$ cat config.mk
export PLATFORM = sky130hd
export DESIGN_NAME = ste_led_bar_peak
export DESIGN_NICKNAME = d
export VERILOG_FILES = /design/src/rtl/ste_led_bar_peak.sv
export SDC_FILE = /design/constraint.sdc
export NUM_CORES = 1
export LEC_CHECK = 0
export CAP_MARGIN = 20
export CORE_MARGIN = 5
export CORE_UTILIZATION = 35
export CTS_CLUSTER_DIAMETER = 200
export DETAILED_ROUTE_END_ITERATION = 6
export GPL_ROUTABILITY_DRIVEN = 0
export PLACE_DENSITY = 0.62
export SLEW_MARGIN = 20
export SYNTH_ARGS = -nofsm -noshare
export SYNTH_HDL_FRONTEND = slang
export SYNTH_SLANG_ARGS = --single-unit
$ cat constraint.sdc
create_clock -name clk -period 3.25 [get_ports clk]
set_input_delay 0.65 -clock clk [delete_from_list [all_inputs] [get_ports clk]]
set_output_delay 0.65 -clock clk [all_outputs]
set_load 0.01 [all_outputs]
$ cat src/rtl/ste_led_bar_peak.sv
// LED bar-graph driver with bar/dot display and a peak indicator that holds,
// then decays one LED per step toward the current level.
module ste_led_bar_peak #(
    parameter int DATA_W    = 12,
    parameter int LED_NR    = 16,
    parameter int HOLD_CYC  = 50_000_000,
    parameter int DECAY_CYC = 5_000_000
) (
    input  logic                           clk,
    input  logic                           rst_n,
    input  logic [DATA_W-1:0]              din_i,
    input  logic                           din_update_i,
    input  logic                           clr_i,
    input  logic                           mode_i,
    input  logic                           peak_en_i,
    output logic [LED_NR-1:0]              led_o,
    output logic [$clog2(LED_NR+1)-1:0]    level_o,
    output logic [$clog2(LED_NR+1)-1:0]    peak_o
);

    localparam int LVL_W   = $clog2(LED_NR + 1);
    localparam int PROD_W  = DATA_W + LVL_W;
    localparam int CNT_MAX = (HOLD_CYC > DECAY_CYC) ? HOLD_CYC : DECAY_CYC;
    localparam int CNT_W   = (CNT_MAX > 1) ? $clog2(CNT_MAX) : 1;

    typedef enum logic [1:0] {
        IDLE  = 2'd0,
        HOLD  = 2'd1,
        DECAY = 2'd2
    } peak_state_t;

    peak_state_t         r_state;
    logic [CNT_W-1:0]    r_cnt;
    logic [LVL_W-1:0]    r_level;
    logic [LVL_W-1:0]    r_peak;
    logic [LED_NR-1:0]   r_led;

    logic [PROD_W-1:0]   w_prod;
    logic [LVL_W-1:0]    w_new_level;
    logic [LVL_W-1:0]    w_lvl_eff;
    logic [LVL_W-1:0]    w_peak_dec;
    logic [LVL_W-1:0]    w_decay_next;
    logic                w_peak_capture;
    logic [LED_NR-1:0]   w_led;

    // Scale the sample onto 0..LED_NR and work out the next peak candidates.
    always_comb begin
        w_prod         = PROD_W'(din_i) * PROD_W'(LED_NR + 1);
        w_new_level    = LVL_W'(w_prod >> DATA_W);
        // A decay step in the same cycle as an update must see the fresh level.
        w_lvl_eff      = din_update_i ? w_new_level : r_level;
        w_peak_capture = din_update_i && (w_new_level >= r_peak) && (w_new_level != LVL_W'(0));
        w_peak_dec     = (r_peak != LVL_W'(0)) ? (r_peak - LVL_W'(1)) : LVL_W'(0);
        w_decay_next   = (w_peak_dec > w_lvl_eff) ? w_peak_dec : w_lvl_eff;
    end

    // LED pattern from the registered level/peak and the live display controls.
    always_comb begin
        w_led = {LED_NR{1'b0}};
        for (int i = 0; i < LED_NR; i++) begin
            w_led[i] = (mode_i ? ((r_level != LVL_W'(0)) && (i == int'(r_level) - 1))
                               : (i < int'(r_level)))
                    || (peak_en_i && (r_peak != LVL_W'(0)) && (i == int'(r_peak) - 1));
        end
    end

    // Level capture, peak hold/decay FSM and registered LED drive.
    always_ff @(posedge clk or negedge rst_n) begin
        if (!rst_n) begin
            r_state <= IDLE;
            r_cnt   <= CNT_W'(0);
            r_level <= LVL_W'(0);
            r_peak  <= LVL_W'(0);
            r_led   <= {LED_NR{1'b0}};
        end else if (clr_i) begin
            r_state <= IDLE;
            r_cnt   <= CNT_W'(0);
            r_level <= LVL_W'(0);
            r_peak  <= LVL_W'(0);
            r_led   <= {LED_NR{1'b0}};
        end else begin
            r_led <= w_led;
            if (din_update_i) begin
                r_level <= w_new_level;
            end else begin
                r_level <= r_level;
            end
            if (w_peak_capture) begin
                r_peak  <= w_new_level;
                r_cnt   <= CNT_W'(HOLD_CYC - 1);
                r_state <= HOLD;
            end else begin
                case (r_state)
                    IDLE: begin
                        r_cnt <= CNT_W'(0);
                    end
                    HOLD: begin
                        if (r_cnt == CNT_W'(0)) begin
                            r_cnt   <= CNT_W'(DECAY_CYC - 1);
                            r_state <= DECAY;
                        end else begin
                            r_cnt <= r_cnt - CNT_W'(1);
                        end
                    end
                    DECAY: begin
                        if (r_cnt == CNT_W'(0)) begin
                            r_peak <= w_decay_next;
                            if (w_decay_next == LVL_W'(0)) begin
                                r_cnt   <= CNT_W'(0);
                                r_state <= IDLE;
                            end else begin
                                r_cnt <= CNT_W'(DECAY_CYC - 1);
                            end
                        end else begin
                            r_cnt <= r_cnt - CNT_W'(1);
                        end
                    end
                    default: begin
                        r_cnt   <= CNT_W'(0);
                        r_peak  <= LVL_W'(0);
                        r_state <= IDLE;
                    end
                endcase
            end
        end
    end

    assign led_o   = r_led;
    assign level_o = r_level;
    assign peak_o  = r_peak;

endmodule

==> summary.txt, run 1 <==
Final layout
  – FF/Latch Area: approximately 1400 um^2
  – Total area of multi-input combinational cells: 2980 um^2
  – Number of standard cells in the final layout excluding fillers: 730
  – Synth-to-layout area growth: 46.4%
  – Final-layout fill cell count: between 1000 and 1500
  – Area of all placed cells without fillers: 5820 um^2
  – Most common library cell in the layout ignoring fill and taps: sky130_fd_sc_hd__buf_4
  – Net count reported at finish: 637
  – Commonest non-fill, non-tap cells in the layout: sky130_fd_sc_hd__buf_4, sky130_fd_sc_hd__nor2_1, sky130_fd_sc_hd__dfrtp_1, sky130_fd_sc_hd__nand2_1, sky130_fd_sc_hd__a21oi_1
  – Number of diodes added for antenna fixing: 0
  – Ratio of cells with drive above 1 in the final layout: between 30% and 40%

Clocking
  – TritonCTS clock tree: done
  – CTS Root Buffer Type: sky130_fd_sc_hd__clkbuf_16
  – Number of H-tree levels: 2
  – Worst-Skew Late Latency: 0.30 ns
  – Clock-pin slew on the worst setup and hold paths: approximately 0.070 ns
  – Clk buf depth: 2
  – CTS hold repair buffers: 0
  – Number of buffers added by the clock tree synthesis step: 5
  – Num Clock Sinks: 54

Yosys
  – Number of synthesized flops with an enable pin: 0
  – Gate Count Post-Synth: 472
  – Average footprint of a synthesized cell: 8.43 um^2
  – Async S/R FF share, synth: 100%
  – Biggest area consumer among synthesized cells: sky130_fd_sc_hd__dfrtp_1
  – Count of warnings emitted by yosys: 0
  – Register area share after synthesis: 34.0%
  – Largest cells by area after synthesis: sky130_fd_sc_hd__dfrtp_1, sky130_fd_sc_hd__ha_1, sky130_fd_sc_hd__a21oi_1, sky130_fd_sc_hd__nor2_1, sky130_fd_sc_hd__nand2_1
  – Top flip-flop cell by instance count after synthesis: sky130_fd_sc_hd__dfrtp_1
  – Top cell type's share of synthesized area: 34.0%
  – FF+latch count, synth: 54
  – Cell area after synthesis: 3980 um^2
  – Number of nets in the synthesized netlist: 523
  – Cell variety after synth: slightly below 70

Floorplanning
  – Floorplan Core Area: 11300 um^2
  – Number of placement rows: 39
  – Total Die Area: 13600 um^2
  – Starting utilization of the core area: 35.3%
  – X dimension of the die: 117 um
  – I/O pin count: 44
  – Vertical extent of the die: 117 um

Worst setup path
  – Critical path data arrival time: 4.30 ns
  – Crit path capture type: flop
  – CP max FO: 5
  – Critical path launch point type: input pin
  – Required time worst endpoint: 3.42 ns
  – Internal reg-to-reg setup slack: -0.11 ns
  – Cells on worst reg2reg path: 15
  – Startpoint of the worst-slack reg-to-reg timing path: peak_o[0]
  – Crit Path Category: input pin to flop
  – End of the worst register-to-register path: r_cnt[18]

Place
  – Number of placed instances, taps included: 696
  – HPWL after DPL: 8.06 mm
  – Number of port buffers: 43
  – Placement-stage cell area: 5120 um^2

Detailed routing
  – Via count: about 4000
  – Antenna-violating nets left: 0
  – Per-cell routed wire length: approximately 16 um
  – Length of the first detailed-routing pass in iterations: 5
  – Drt initial violations: about 250
  – DRC viols: 0
  – Post-Route WL: about 11 mm
  – Post-DR vias/cell: 5.49

Global route
  – Maximum number of pins on one net before global-route repair: 40
  – Wire length of the first global-routing pass: 18.7 mm
  – Initial antenna violation count: 0
  – Vias in the first global route: 3927
  – Total global routing track utilization: ~17%
  – Grt total ovfl: 0

Timing
  – Worst-case setup margin in the final layout: -0.876 ns
  – Final setup vio count: 33
  – Worst rel slew slack: ~38%
  – Unrepaired setup endpoints after global routing: true
  – Max Clk Rate: 242 MHz
  – Part of the cycle the worst path needs: 127%
  – Hold violation total from the final report: 0
  – Max-slew violation count: 0
  – Actual slew at the worst max-slew pin: 0.923 ns
  – Setup Skew: about 0.0091 ns
  – Minimum period implied by the final worst setup slack: 4.13 ns

Power
  – Leakage: about 2.6 nW
  – Power Dens Cells: 849 nW/um^2
  – Max rail drop VDD: ~0.36 mV

Run status
  – Failing checks: setup timing
  – Outcome: complete, but fails checks

Worst hold path
  – Path category of the worst min-delay check: input pin to async pin

Job
  – Max capacitance violation total: 0
==> kinds of logic (layout without fill, tap and decap cells) <==
logic type | Yosys count | count (layout) | synth area share [%]
AOI/OAI and AO/OA | 139 | 139 | 22.6
xor gates and xnor gates | 24 | 24 | 5.28
adders and majority gates | 33 | 33 | 10.4
buffers and inverters | 40 | 152 | 4.40
DFF | 54 | 54 | 34.0
muxes | 3 | 3 | 0.786
and+or+nand+nor | 179 | 182 | 22.6
==> layer usage <==
layer  vias up  global-route usage, %  wire [um]
met5         -                      0          0
met4         0                   6.35        396
met3        37                   2.28        588
met2       149                   28.4       5480
met1      1889                   22.4       4980
li1       1933                      -          -
==> power breakdown <==
| group | internal [mW] | switching, mW |
|---|---|---|
| Clock | 0.287 | 0.251 |
| Sequential | 0.799 | 0.125 |
| Combinational | 1.60 | 1.89 |
| Total | 2.68 | 2.26 |
==> per-stage QoR <==
step | hold slack (ns) | setup slack [ns] | setup TNS, ns | total power, mW | util, %
global route | 0.563 | -1.05 | -24.94 | 5.34 | 51.6
CTS | 0.521 | -0.740 | -18.80 | 4.56 | 49.0
global placement | 0.514 | -1.44 | -44.46 | 3.68 | 45.4
detailed placement | 0.532 | -1.51 | -46.01 | 3.73 | 45.4
floorplan | 0.354 | -0.748 | -16.70 | 2.91 | -
finish | 0.475 | -0.876 | -19.76 | 4.94 | 51.6
==> critical path: stages <==
cell	delay, ns
sky130_fd_sc_hd__buf_2	0.12
sky130_fd_sc_hd__ha_4	0.24
sky130_fd_sc_hd__ha_4	0.23
sky130_fd_sc_hd__a211oi_4	0.22
sky130_fd_sc_hd__o21bai_2	0.12
sky130_fd_sc_hd__and2_4	0.15
sky130_fd_sc_hd__or2_4	0.27
sky130_fd_sc_hd__xnor2_4	0.14
sky130_fd_sc_hd__a21oi_2	0.17
sky130_fd_sc_hd__ha_1	0.27
sky130_fd_sc_hd__o21ai_2	0.17
sky130_fd_sc_hd__a21oi_2	0.06
sky130_fd_sc_hd__o31ai_2	0.25
sky130_fd_sc_hd__buf_4	0.19
sky130_fd_sc_hd__mux2i_1	0.18
sky130_fd_sc_hd__o31a_1	0.27
sky130_fd_sc_hd__nand4_1	0.19
sky130_fd_sc_hd__o21ai_2	0.27
sky130_fd_sc_hd__a21oi_1	0.12
==> how the worst max path moves through the flow <==
stage	end	from
after CTS	r_cnt[8]	din_i[8]
after floorplan	r_cnt[11]	din_i[7]
final	r_cnt[18]	din_i[10]
after global placement	r_cnt[1]	din_i[6]
after detailed placement	r_cnt[9]	din_i[7]
after global routing	r_cnt[18]	din_i[3]
==> cell type report <==
cell class | instances | share of cell area (%)
tap | 143 | 3.07
clock inverter | 2 | 0.236
sequential | 54 | 23.2
timing repair buffer | 125 | 18.8
inverter | 19 | 1.23
clock buffer | 6 | 2.21
multi-input combinational | 381 | 51.3
==> cell usage after synthesis, drive strengths merged, types with 3 or more instances <==
library cell / instances
a22oi: 4
or4: 3
nor2b: 9
nand4: 3
inv: 19
or3: 4
a31oi: 3
o22ai: 4
a21oi: 47
dfrtp: 54
nor2: 59
or2: 7
nand3: 11
a21o: 3
xnor2: 15
o21a: 4
o31ai: 3
o2111ai: 3
nor3: 10
nand4b: 3
o31a: 3
o211ai: 3
o211a: 3
ha: 33
nand2: 40
a221oi: 4
xor2: 9
buf: 6
a2bb2oi: 3
and3: 4
nor4: 7
nand2b: 5
o21ai: 37
clkbuf: 15
and2: 8
==> flip-flops by register name (all words and copies together) (netlist names) <==
signal	flops
peak_o	5
led_o	16
level_o	5
r_state	2
r_cnt	26
==> repair_timing <==
| item | CTS | global route |
|---|---|---|
| resized for setup | 96 | 31 |
| setup buffers | 15 | 17 |
| endpoints found under the setup margin | 33 | 33 |
| gates cloned | 5 | 0 |
| pin swaps | 56 | 35 |
No activity file was read; power rests on OpenSTA's default activity.
==> run 2, diff against run 1 <==
--- a/config.mk
+++ b/config.mk
@@ -7,11 +7,11 @@
 export LEC_CHECK = 0
 export CAP_MARGIN = 20
 export CORE_MARGIN = 5
-export CORE_UTILIZATION = 35
+export CORE_UTILIZATION = 52
 export CTS_CLUSTER_DIAMETER = 200
 export DETAILED_ROUTE_END_ITERATION = 6
 export GPL_ROUTABILITY_DRIVEN = 0
-export PLACE_DENSITY = 0.62
+export PLACE_DENSITY = 0.83
 export SLEW_MARGIN = 20
 export SYNTH_ARGS = -nofsm -noshare
 export SYNTH_HDL_FRONTEND = slang
==> summary.txt, run 2 (synthesized netlist as in run 1, its figures left out) <==
Worst setup path
  – Cell occurring most often along the worst timing path: sky130_fd_sc_hd__ha_4
  – Depth of the critical timing path with buffers and inverters included: 18
  – CP max FO: 8
  – Crit Path Category: input pin to flop
  – Maximum single-stage delay on the critical path: 0.48 ns
  – Critical path launch point type: input pin
  – Cells on worst reg2reg path: 15
  – Kind of cell adding the most delay to the critical path: simple AND/OR/NAND/NOR gates
  – Buffers & Inverters on Critical Path: 3
  – Required time worst endpoint: 3.45 ns
  – Library cell contributing the largest single delay on the critical path: sky130_fd_sc_hd__or4_4
  – Critical path data arrival time: 4.43 ns
  – Crit path capture type: flop
  – Critical Path, Cell by Cell: buf_8 -> buf_6 -> ha_4 -> ha_4 -> or4_4 -> or3_4 -> o211ai_1 -> o21ai_1 -> ha_1 -> and4_4 -> a21oi_2 -> o31ai_1 -> buf_4 -> nor3_1 -> a31o_1 -> nand4_1 -> o21ai_2 -> a21oi_1

Detailed routing
  – Per-cell routed wire length: 18.3 um
  – DRC viols: 0
  – Post-DR vias/cell: 6.34
  – Length of the first detailed-routing pass in iterations: 5
  – Via count: 4233
  – Drt initial violations: 395
  – Antenna-violating nets left: 0
  – Post-Route WL: 12.3 mm

Floorplanning
  – X dimension of the die: 97.5 um
  – Vertical extent of the die: a little under 100 um
  – Starting utilization of the core area: 54.0%
  – Floorplan Core Area: 7370 um^2
  – Total Die Area: 9500 um^2
  – I/O pin count: 44
  – Number of placement rows: 31

Clocking
  – Worst-Skew Late Latency: 0.33 ns
  – CTS Root Buffer Type: sky130_fd_sc_hd__clkbuf_8
  – Number of buffers added by the clock tree synthesis step: 5
  – Num Clock Sinks: 54
  – Clk buf depth: 2
  – Number of H-tree levels: 2
  – CTS hold repair buffers: 0
  – TritonCTS clock tree: done
  – Clock-pin slew on the worst setup and hold paths: 0.12 ns

Timing
  – Max-slew violation count: 0
  – Part of the cycle the worst path needs: 130%
  – Max Clk Rate: 236 MHz
  – Minimum period implied by the final worst setup slack: 4.23 ns
  – Setup Skew: 0.0198 ns
  – Unrepaired setup endpoints after global routing: true
  – Worst-case setup margin in the final layout: -0.985 ns
  – Final setup vio count: 33
  – Fin Setup TNS: -23.23 ns
  – Actual slew at the worst max-slew pin: 0.748 ns
  – Worst rel slew slack: 49.6%
  – Hold violation total from the final report: 0

Final layout
  – Largest reg by FF count: r_cnt
  – Flip-flop count of the largest register after layout: 26
  – Synth-to-layout area growth: 39.9%
  – Ratio of cells with drive above 1 in the final layout: a little under a third
  – Commonest non-fill, non-tap cells in the layout: sky130_fd_sc_hd__buf_4, sky130_fd_sc_hd__dfrtp_1, sky130_fd_sc_hd__nor2_1, sky130_fd_sc_hd__nand2_1, sky130_fd_sc_hd__a21oi_1
  – FF/Latch Area: 1350 um^2
  – Post-layout utilization of the core: 75.5%
  – Total area of multi-input combinational cells: around 3000 um^2
  – Final-layout fill cell count: roughly 460
  – Area of all placed cells without fillers: 5570 um^2
  – Net count reported at finish: between 600 and 700
  – Most common library cell in the layout ignoring fill and taps: sky130_fd_sc_hd__buf_4
  – Number of diodes added for antenna fixing: 0

Worst hold path
  – Path category of the worst min-delay check: input pin to async pin

Global route
  – Total global routing track utilization: 23.2%
  – Vias in the first global route: 4111
  – Initial antenna violation count: 0
  – Maximum number of pins on one net before global-route repair: 25
  – Grt total ovfl: 0
  – Wire length of the first global-routing pass: 18.6 mm

Power
  – Power Dens Cells: 870 nW/um^2
  – Part of the total power dissipated in combinational logic: 72.2%
  – Switching power total: 2.39 mW
  – Power share of the clock group: roughly 8.5%
  – Sequential Power Share: 19.3%
  – Cell internal pwr: roughly 2.5 mW
  – Leakage: 2.45 nW
  – Fraction of power spent switching nets: 49.2%
  – Overall power: 4.84 mW
  – Max rail drop VDD: 0.346 mV

Place
  – HPWL after DPL: between 7 and 8 mm
  – Number of port buffers: 43
  – Placement-stage cell area: 5000 um^2
  – Pre-CTS setup slack: -1.60 ns

Run status
  – Failing checks: setup timing
  – Outcome: complete, but fails checks

Job
  – Max capacitance violation total: 0
## run 2: cell count changes in the layout (fill, tap and decap cells not counted), moves of 3 or more
cell	previous run	this run
sky130_fd_sc_hd__o21ai_1	15	12
sky130_fd_sc_hd__clkbuf_16	5	0
sky130_fd_sc_hd__nor2_1	54	50
sky130_fd_sc_hd__buf_4	69	59
sky130_fd_sc_hd__clkbuf_8	0	5
sky130_fd_sc_hd__buf_2	8	3
sky130_fd_sc_hd__nor2_2	3	8
## run 2: cell type report
cell class,instances,share of cell area (%)
flip-flops and latches,54,24.3
clock buffers,5,1.24
clock inverters,3,0.517
inverters,19,1.28
well taps,99,2.23
multi-input cells,381,53.5
repair buffers,107,17.0
## run 2: path summary, 6_finish.rpt
kind | slack, ns | startpoint | end
max reg2reg | -0.35 | peak_o[0] | r_cnt[18]
min in group clk | 0.53 | r_state[1] | r_state[1]
min reg2reg | 0.53 | r_state[1] | r_state[1]
max in group asynchronous | 2.36 | rst_n | r_cnt[8]
max | -0.98 | din_i[7] | r_cnt[18]
min | 0.27 | rst_n | level_o[3]
## run 2: power groups by stage
| stage | sequential (mW) | clock, mW | combinational (mW) |
|---|---|---|---|
| 6_report | 0.935 | 0.413 | 3.50 |
| 5_1_grt | 0.948 | 0.436 | 3.75 |
| 4_1_cts | 0.923 | 0.416 | 3.05 |
| 3_5_place_dp | 0.936 | 0 | 2.74 |
| 3_3_place_gp | 0.931 | 0 | 2.63 |
| 2_1_floorplan | 0.946 | 0 | 1.97 |
## run 2: per-stage QoR
step,std cells,hold slack (ns)
after global placement,643,0.508
after global routing,668,0.329
after detailed placement,643,0.508
after CTS,663,0.284
final,668,0.273
after floorplan,472,0.354
## run 2: what timing repair did
action	in CTS	in global routing
pin swaps	44	27
setup buffers	9	5
endpoints found under the setup margin	33	33
gates resized for setup	97	30
gates cloned	4	0
## run 2: routing by layer
layer | global-route usage [%] | share of wire, % | up-vias
li1 | - | - | 1891
met1 | 26.4 | 38 | 2011
met2 | 40.5 | 50 | 266
met3 | 4.59 | 8.0 | 65
met4 | 12.8 | 4.1 | 0
met5 | 0 | 0 | -
==> run 3, diff against run 2 <==
--- a/config.mk
+++ b/config.mk
@@ -6,12 +6,14 @@
 export NUM_CORES = 1
 export LEC_CHECK = 0
 export CAP_MARGIN = 20
+export CELL_PAD_IN_SITES_DETAIL_PLACEMENT = 0
+export CELL_PAD_IN_SITES_GLOBAL_PLACEMENT = 2
 export CORE_MARGIN = 5
-export CORE_UTILIZATION = 52
+export CORE_UTILIZATION = 31
 export CTS_CLUSTER_DIAMETER = 200
 export DETAILED_ROUTE_END_ITERATION = 6
 export GPL_ROUTABILITY_DRIVEN = 0
-export PLACE_DENSITY = 0.83
+export PLACE_DENSITY = 0.82
 export SLEW_MARGIN = 20
 export SYNTH_ARGS = -nofsm -noshare
 export SYNTH_HDL_FRONTEND = slang
==> summary.txt, run 3 (synthesized netlist as in run 1, its figures left out) <==
Worst hold path
  – Path category of the worst min-delay check: input pin to async pin

Detailed routing
  – Per-cell routed wire length: 15.4 um
  – Post-DR vias/cell: slightly above 5
  – DRC viols: 0
  – Length of the first detailed-routing pass in iterations: 4
  – Via count: around 3800
  – Antenna-violating nets left: 0
  – Post-Route WL: 11.5 mm
  – Drt initial violations: ~250

Global route
  – Vias in the first global route: slightly below 4000
  – Initial antenna violation count: 0
  – Grt total ovfl: 0
  – Maximum number of pins on one net before global-route repair: 36
  – Wire length of the first global-routing pass: 19.1 mm
  – Total global routing track utilization: 15.7%

Power
  – Power Dens Cells: slightly above 800 nW/um^2
  – Cell internal pwr: 2.56 mW
  – Switching power total: ~2.2 mW
  – Leakage: 2.51 nW
  – Max rail drop VDD: around 0.29 mV
  – Power share of the clock group: 11.4%
  – Sequential Power Share: 19.3%
  – Part of the total power dissipated in combinational logic: 69.3%
  – Fraction of power spent switching nets: 46.1%

Timing
  – Setup Skew: 0.00656 ns
  – Worst rel slew slack: 57.4%
  – Max-slew violation count: 0
  – Part of the cycle the worst path needs: 124%
  – Max Clk Rate: 248 MHz
  – Worst-case setup margin in the final layout: -0.787 ns
  – Actual slew at the worst max-slew pin: 0.632 ns
  – Hold violation total from the final report: 0
  – Minimum period implied by the final worst setup slack: 4.04 ns
  – Final setup vio count: 33
  – Unrepaired setup endpoints after global routing: true
  – Fin Setup TNS: -17.90 ns

Final layout
  – Most common library cell in the layout ignoring fill and taps: sky130_fd_sc_hd__buf_4
  – Number of diodes added for antenna fixing: 0
  – Largest reg by FF count: r_cnt
  – Ratio of cells with drive above 1 in the final layout: 30.2%
  – Final-layout fill cell count: 1243
  – Total area of multi-input combinational cells: between 2000 and 3000 um^2
  – Post-layout utilization of the core: a little under half
  – Net count reported at finish: 627
  – FF/Latch Area: ~1400 um^2
  – Flip-flop count of the largest register after layout: 26
  – Synth-to-layout area growth: 44.1%
  – Commonest non-fill, non-tap cells in the layout: sky130_fd_sc_hd__buf_4, sky130_fd_sc_hd__dfrtp_1, sky130_fd_sc_hd__nor2_1, sky130_fd_sc_hd__nand2_1, sky130_fd_sc_hd__a21oi_1

Floorplanning
  – I/O pin count: 44
  – Number of placement rows: 41
  – Total Die Area: 15200 um^2
  – Starting utilization of the core area: between 30% and 40%
  – Vertical extent of the die: 123 um
  – Floorplan Core Area: 12600 um^2
  – X dimension of the die: 123 um

Run status
  – Failing checks: setup timing
  – Outcome: complete, but fails checks

Clocking
  – Worst-Skew Late Latency: about 0.30 ns
  – TritonCTS clock tree: done
  – Num Clock Sinks: 54
  – Number of buffers added by the clock tree synthesis step: 5
  – CTS Root Buffer Type: sky130_fd_sc_hd__clkbuf_16
  – CTS hold repair buffers: 0
  – Clock-pin slew on the worst setup and hold paths: around 0.070 ns
  – Number of H-tree levels: 2
  – Clk buf depth: 2

Job
  – Max capacitance violation total: 0

Worst setup path
  – CP max FO: 8
  – Crit Path Category: input pin to flop
  – Critical path launch point type: input pin
  – Critical path data arrival time: ~4.2 ns
  – Required time worst endpoint: 3.43 ns
  – Crit path capture type: flop
  – Internal reg-to-reg setup slack: -0.02 ns

Place
  – HPWL after DPL: 8.31 mm
  – Number of port buffers: 43
run 3: cell types whose count changed in the layout (fill, tap and decap cells not counted), sizes merged:
cell	previous run	this run
buf	75	83
clkbuf	5	6
inv	20	19
run 3: layout make-up:
type                    instances  area share (%)
repair buffers                115            17.5
multi-input cells             381            51.5
inverters                      19            1.24
clock inverters                 2           0.240
clock buffers                   6            2.25
well taps                     172            3.75
flip-flops and latches         54            23.6
run 3: metal layers:
layer,track usage (%),up-vias,wire length [um]
met3,1.78,12,299
li1,-,1913,-
met5,0,-,0
met4,5.05,0,195
met2,26.0,54,5500
met1,21.5,1837,5520
run 3: final timing paths:
kind	start	to	cells after the start
max	din_i[7]	r_cnt[8]	18
min	rst_n	level_o[3]	1
max reg2reg	peak_o[0]	r_cnt[8]	16
min reg2reg	r_state[1]	r_state[1]	1
max in group asynchronous	rst_n	r_cnt[7]	2
min in group clk	r_state[1]	r_state[1]	1
run 3: timing repair:
action                                  in CTS  in global routing
pin swaps                                   42                 22
endpoints found under the setup margin      33                 33
setup buffers                                4                  4
gates resized for setup                     92                 30
gates cloned                                 4                  0
run 3: worst max-delay path, stage by stage:
cell and delay (ns):
sky130_fd_sc_hd__buf_8 0.11, sky130_fd_sc_hd__ha_4 0.16, sky130_fd_sc_hd__ha_4 0.25, sky130_fd_sc_hd__or4_4 0.52, sky130_fd_sc_hd__or3_4 0.34, sky130_fd_sc_hd__o211ai_1 0.16, sky130_fd_sc_hd__o21ai_1 0.15, sky130_fd_sc_hd__ha_1 0.29
sky130_fd_sc_hd__and4_1 0.20, sky130_fd_sc_hd__a21oi_2 0.15, sky130_fd_sc_hd__o31ai_2 0.08, sky130_fd_sc_hd__buf_4 0.17, sky130_fd_sc_hd__buf_4 0.13, sky130_fd_sc_hd__nor3_2 0.09, sky130_fd_sc_hd__a31o_1 0.17, sky130_fd_sc_hd__nand4_1 0.23
sky130_fd_sc_hd__o21ai_4 0.28, sky130_fd_sc_hd__a21oi_2 0.08
run 3: power by group through the flow:
| stage | Combinational, mW | Sequential [mW] | Clock [mW] |
|---|---|---|---|
| 3_3_place_gp | 2.85 | 0.924 | 0 |
| 4_1_cts | 3.10 | 0.918 | 0.558 |
| 5_1_grt | 3.65 | 0.937 | 0.583 |
| 2_1_floorplan | 1.97 | 0.946 | 0 |
| 6_report | 3.29 | 0.918 | 0.541 |
| 3_5_place_dp | 2.86 | 0.931 | 0 |
run 3: through the flow:
step | total power, mW | hold slack (ns) | std cells | area [um^2] | worst slack, ns
after floorplan | 2.91 | 0.354 | 472 | 4180 | -0.748
after global placement | 3.77 | 0.512 | 730 | 5200 | -1.48
after detailed placement | 3.79 | 0.524 | 730 | 5200 | -1.58
after CTS | 4.58 | 0.305 | 746 | 5560 | -0.748
after global routing | 5.17 | 0.324 | 749 | 5730 | -0.919
final | 4.75 | 0.297 | 749 | 5730 | -0.787
==> RTL change 1: new RTL, config.mk and constraints of run 2 <==
Make the reset (`rst_n`) synchronous in one clocked block.
--- a/src/rtl/ste_led_bar_peak.sv
+++ b/src/rtl/ste_led_bar_peak.sv
@@ -67,3 +67,3 @@
     // Level capture, peak hold/decay FSM and registered LED drive.
-    always_ff @(posedge clk or negedge rst_n) begin
+    always_ff @(posedge clk) begin
         if (!rst_n) begin
Function: differs if rst_n is asserted again (counterexample within 4 cycles, from zero or initial values and one cycle with rst_n low); with rst_n held inactive, the same outputs for 4 cycles.
==> RTL change 1 against run 2 <==
  * The run still ends with negative setup slack left
  * Routed wire length increased by 18%
  * Area after synthesis shrank 10%
  * Sequential cell count is the same
  * Largest cell class unchanged
  * Sequential share of layout area decreased by 4.2 points
  * Worst setup slack gained 0.028 ns
  * Final area decreased by 3.0%
  * Highest routed layer unchanged
Power is not compared: it rests on default switching activity, and its combinational part moved more than twofold at a synthesized area within 25%.
==> RTL change 1: results (changes against run 2) <==
[outcome]
status=complete, but fails checks
violations=negative setup slack

[logic_synthesis]
synthesis.nets=498  ; -4.8%
synth.area.top_cells=dfxtp_1 30%, ha_1 12%, a21oi_1 6.4%, nor2_1 6.0%, xnor2_1 4.7%
synth_common_cells=57 x nor2_1, 54 x dfxtp_1, 46 x a21oi_1
async_flop_share_pct=0  ; -100 points
synth_sequential_area_ratio_pct=30.2  ; -3.7 points
ys_warn_count=0  ; unchanged
yosysUniqueCellTypes=56  ; -18%

[critical_path]
crit_family=compound AO/OA/AOI/OAI gates
critical-path-slowest-cell=mux2_4
cp_max_fo=6  ; -2
cp.arrival_ns=4.41  ; -0.02 ns
cpPeakStageDelay_ns=0.36  ; -0.12 ns

[timing]
finClkSkew_ns=0.0161  ; -0.00373 ns
setup_viol=33  ; unchanged
final.setup.worst_slack_ns=-0.957  ; +0.0277 ns
slew_headroom_pct=27.2  ; -22 points

[final_layout]
max_flop_register=r_cnt
diodes=0  ; unchanged
drive_above_1_share_pct=35.8  ; +5.4 points
nets=620  ; +0.16%
fillers=412  ; -11%
largest_register_ffs=26  ; unchanged

[routing]
dr.pass1.iters=5  ; unchanged
drt_iter0_drc=655  ; +66%
wire_per_inst_um=22.3  ; +21%
viasPerCell=6.84  ; +8.0%

[global_routing]
grt_pass1_wl_um=19600  ; +5.6%
antenna_found_initial=0  ; unchanged
grt_pass1_vias=4070  ; -1.0%
grt_max_degree=32  ; +28%
track_usage_pct=27.9  ; +4.7 points

[clock_tree]
insertion_delay_ns=0.32
path_clk_slew_ns=0.12  ; about the same
clk_path_buf_depth=2  ; unchanged

[place]
placed_area_mm2=0.00482  ; -3.5%
portBuffers=43  ; unchanged
place_hpwl_um=7940  ; +2.4%

[min_path]
hold_class=reg2reg

[pwr]
leakage_nw=2.16
ir_worst_vdd_mv=0.202

==> RTL change 1: report_power, final <==
part | leakage [nW] | internal (mW) | switching [mW]
logic | 1.68 | 0.587 | 0.675
registers | 0.438 | 0.685 | 0.0270
clock network | 0.0478 | 0.176 | 0.243
total | 2.16 | 1.45 | 0.945
==> RTL change 1: worst reg2reg max path: cells and delay by family (launching register included) <==
family	cells	cell delay, ns
buf+inv	2	0.29
mux	1	0.36
simple gates	5	1.31
fa+ha+maj	2	0.59
flops	1	0.38
compound gates	5	0.79
==> RTL change 1: worst paths after layout <==
path | start | to | slack, ns | cells past startpoint
setup / recovery | din_i[11] | r_cnt[3] | -0.96 | 18
hold / removal | r_cnt[0] | r_cnt[0] | 0.49 | 1
setup reg to reg | peak_o[0] | r_cnt[3] | -0.58 | 15
hold reg to reg | r_cnt[0] | r_cnt[0] | 0.49 | 1
==> RTL change 1: cell families after synthesis <==
group | synth area share, %
adders and majority gates | 11.6
muxes | 2.14
xor gates and xnor gates | 6.37
buffers and inverters | 3.75
DFF | 30.2
AOI/OAI and AO/OA | 24.3
and+or+nand+nor | 21.7
==> RTL change 1: layout make-up <==
| class | count | area, µm² | area share (%) |
|---|---|---|---|
| multi-input cells | 360 | 2960 | 54.8 |
| repair buffers | 132 | 1100 | 20.4 |
| flip-flops and latches | 54 | 1080 | 20.0 |
| well taps | 80 | 100 | 1.85 |
| clock buffers | 6 | 82.6 | 1.53 |
| inverters | 16 | 62.6 | 1.16 |
| clock inverters | 2 | 16.3 | 0.301 |
==> RTL change 1: layer usage <==
| layer | GRT usage (%) | vias up | part of all wire, % |
|---|---|---|---|
| li1 | - | 1860 | - |
| met1 | 33.8 | 2016 | 35 |
| met2 | 48.8 | 433 | 47 |
| met3 | 3.74 | 138 | 11 |
| met4 | 12.2 | 0 | 7.4 |
| met5 | 0 | - | 0 |
==> RTL change 1: timing repair <==
| action | in CTS | in global routing |
|---|---|---|
| hold endpoints to repair | 0 | 0 |
| pin swaps | 47 | 9 |
| endpoints found under the setup margin | 33 | 33 |
| gates resized for setup | 86 | 26 |
| setup buffers | 13 | 12 |
| cloned | 1 | 0 |
==> RTL change 1: stage by stage <==
stage / setup slack, ns / TNS (ns) / cells
after floorplan: -0.728 / -14.68 / 447
after global placement: -1.35 / -42.01 / 619
after detailed placement: -1.47 / -45.28 / 619
after CTS: -0.595 / -14.65 / 639
after global routing: -1.04 / -26.91 / 650
final: -0.957 / -24.26 / 650
==> RTL change 2: new RTL, config.mk and constraints of run 2 <==
Made on the original files. Set the parameter `HOLD_CYC` to 200_000_000 (it was 50_000_000).
--- a/src/rtl/ste_led_bar_peak.sv
+++ b/src/rtl/ste_led_bar_peak.sv
@@ -5,3 +5,3 @@
     parameter int LED_NR    = 16,
-    parameter int HOLD_CYC  = 50_000_000,
+    parameter int HOLD_CYC  = 200_000_000,
     parameter int DECAY_CYC = 5_000_000
Check against the original RTL: no difference found for any inputs over 4 cycles, from zero or initial values and one cycle with rst_n low; that may be too few to reach the edited logic, so the function may still have changed.
==> RTL change 2 against run 2 <==
  * The flow still finishes with violations (negative setup slack)
  * Routed wire length increased by 5.2%
  * Count of clock-buffer cells in the layout unchanged
  * Final area increased by 0.79%
  * Sequential cell count increased by 2
  * Utilization increased by 1.4 points
  * Power increased by 13%
  * Area after synthesis decreased by 1.1%
  * Worst setup slack got worse by 0.14 ns
  * Critical endpoint is now r_cnt[2]
==> RTL change 2: results (changes against run 2) <==
[outcome]
status=complete, but fails checks
violations=negative setup slack

[final_layout]
diodes=0  ; unchanged
nets=608  ; -1.8%
largest_register_ffs=28  ; +7.7%
drive_above_1_share_pct=31.4  ; +1.0 points

[logic_synthesis]
synth_common_cells=57 x nor2_1, 56 x dfrtp_1, 34 x ha_1
synthMuxAreaShare_pct=1.11  ; +0.33 points
syn_inst=448  ; -5.1%
synth_sequential_area_ratio_pct=35.6  ; +1.7 points
yosysUniqueCellTypes=57  ; -16%
synth_fa_ha_area_share_pct=10.8  ; +0.43 points
synth-xor-area-share_pct=6.87  ; +1.6 points
synth.area.top_cells=dfrtp_1 36%, ha_1 11%, nor2_1 5.4%, a21oi_1 3.9%, xor2_1 3.3%

[place]
place_ws_ns=-1.82  ; -0.217 ns
place_hpwl_um=7910  ; +2.0%
place_inst=634  ; -1.4%
placed_area_mm2=0.00506  ; +1.3%

[critical_path]
cp.arrival_ns=4.55  ; +0.12 ns
critical-path-slowest-cell=a221o_1
cpPeakStageDelay_ns=0.40  ; -0.08 ns
rr_startpoint=peak_o[1]
cp_max_fo=5  ; -3
r2r-end=r_cnt[2]
crit_family=compound AO/OA/AOI/OAI gates
r2r_setup_slack_ns=-0.41  ; -0.06 ns
crit_start=din_i[8]

[pwr]
ir_worst_vdd_mv=0.407  ; +18%
leakage_nw=2.55  ; +4.0%

[global_routing]
grt_pass1_vias=4045  ; -1.6%
track_usage_pct=25.0  ; +1.8 points
grt_pass1_wl_um=19600  ; +5.3%
grt_max_degree=37  ; +48%

[timing]
final.setup.worst_slack_ns=-1.12  ; -0.137 ns
fin_tns_setup_ns=-27.61  ; -4.38 ns
finClkSkew_ns=0.0223  ; +0.00253 ns
setup_viol=35  ; +6.1%
worst_pin_slew_ns=0.838  ; +0.0900 ns

[clock_tree]
clk_path_buf_depth=2  ; unchanged
cts-root-buf=clkbuf_8

[routing]
dr.pass1.iters=7  ; +2
vias=4117  ; -2.7%
drt_iter0_drc=384  ; -2.8%
wire_per_inst_um=19.6  ; +7.1%

==> RTL change 2: cell types whose count changed in the layout (fill, tap and decap cells not counted), sizes merged, moves of 4 or more <==
| cell | before | now |
|---|---|---|
| and3 | 4 | 8 |
| buf | 75 | 84 |
| nand2 | 40 | 26 |
| a21oi | 47 | 31 |
| o21ai | 37 | 24 |
| xor2 | 9 | 16 |
| nor3 | 10 | 17 |
| a32oi | 0 | 4 |
| a21boi | 1 | 12 |
| a21o | 3 | 8 |
| nor2 | 61 | 57 |
==> RTL change 2: what timing repair did <==
item | CTS | global route
endpoints found under the setup margin | 35 | 35
buffers inserted | 10 | 3
cloned | 2 | 0
resized for setup | 98 | 20
pin swaps | 42 | 6
==> RTL change 2: power breakdown <==
| part | internal, mW | leakage (nW) | switching [mW] |
|---|---|---|---|
| sequential | 0.825 | 0.761 | 0.141 |
| clock | 0.159 | 0.0463 | 0.259 |
| combinational | 1.80 | 1.75 | 2.28 |
| total | 2.79 | 2.55 | 2.68 |
==> RTL change 2: how the worst min path moves through the flow <==
stage                      end  slack, ns  cells past startpoint
floorplan             led_o[0]       0.35                      0
global placement      r_cnt[0]       0.48                      1
detailed placement    r_cnt[0]       0.48                      1
CTS                 level_o[1]       0.41                      1
global route        level_o[1]       0.46                      1
finish              level_o[4]       0.38                      1
==> RTL change 2: layer usage <==
| metal | share of wire, % | GRT usage [%] |
|---|---|---|
| met5 | 0 | 0 |
| met2 | 49 | 42.7 |
| met3 | 8.0 | 3.31 |
| met4 | 6.0 | 11.9 |
| met1 | 37 | 31.0 |
==> RTL change 2: layout make-up <==
type | count | area [µm²]
clock buffers | 5 | 68.8
fillers | 459 | 1680
well taps | 99 | 124
flip-flops and latches | 56 | 1400
repair buffers | 118 | 1030
clock inverters | 3 | 27.5
multi-input cells | 356 | 2890
inverters | 19 | 71.3
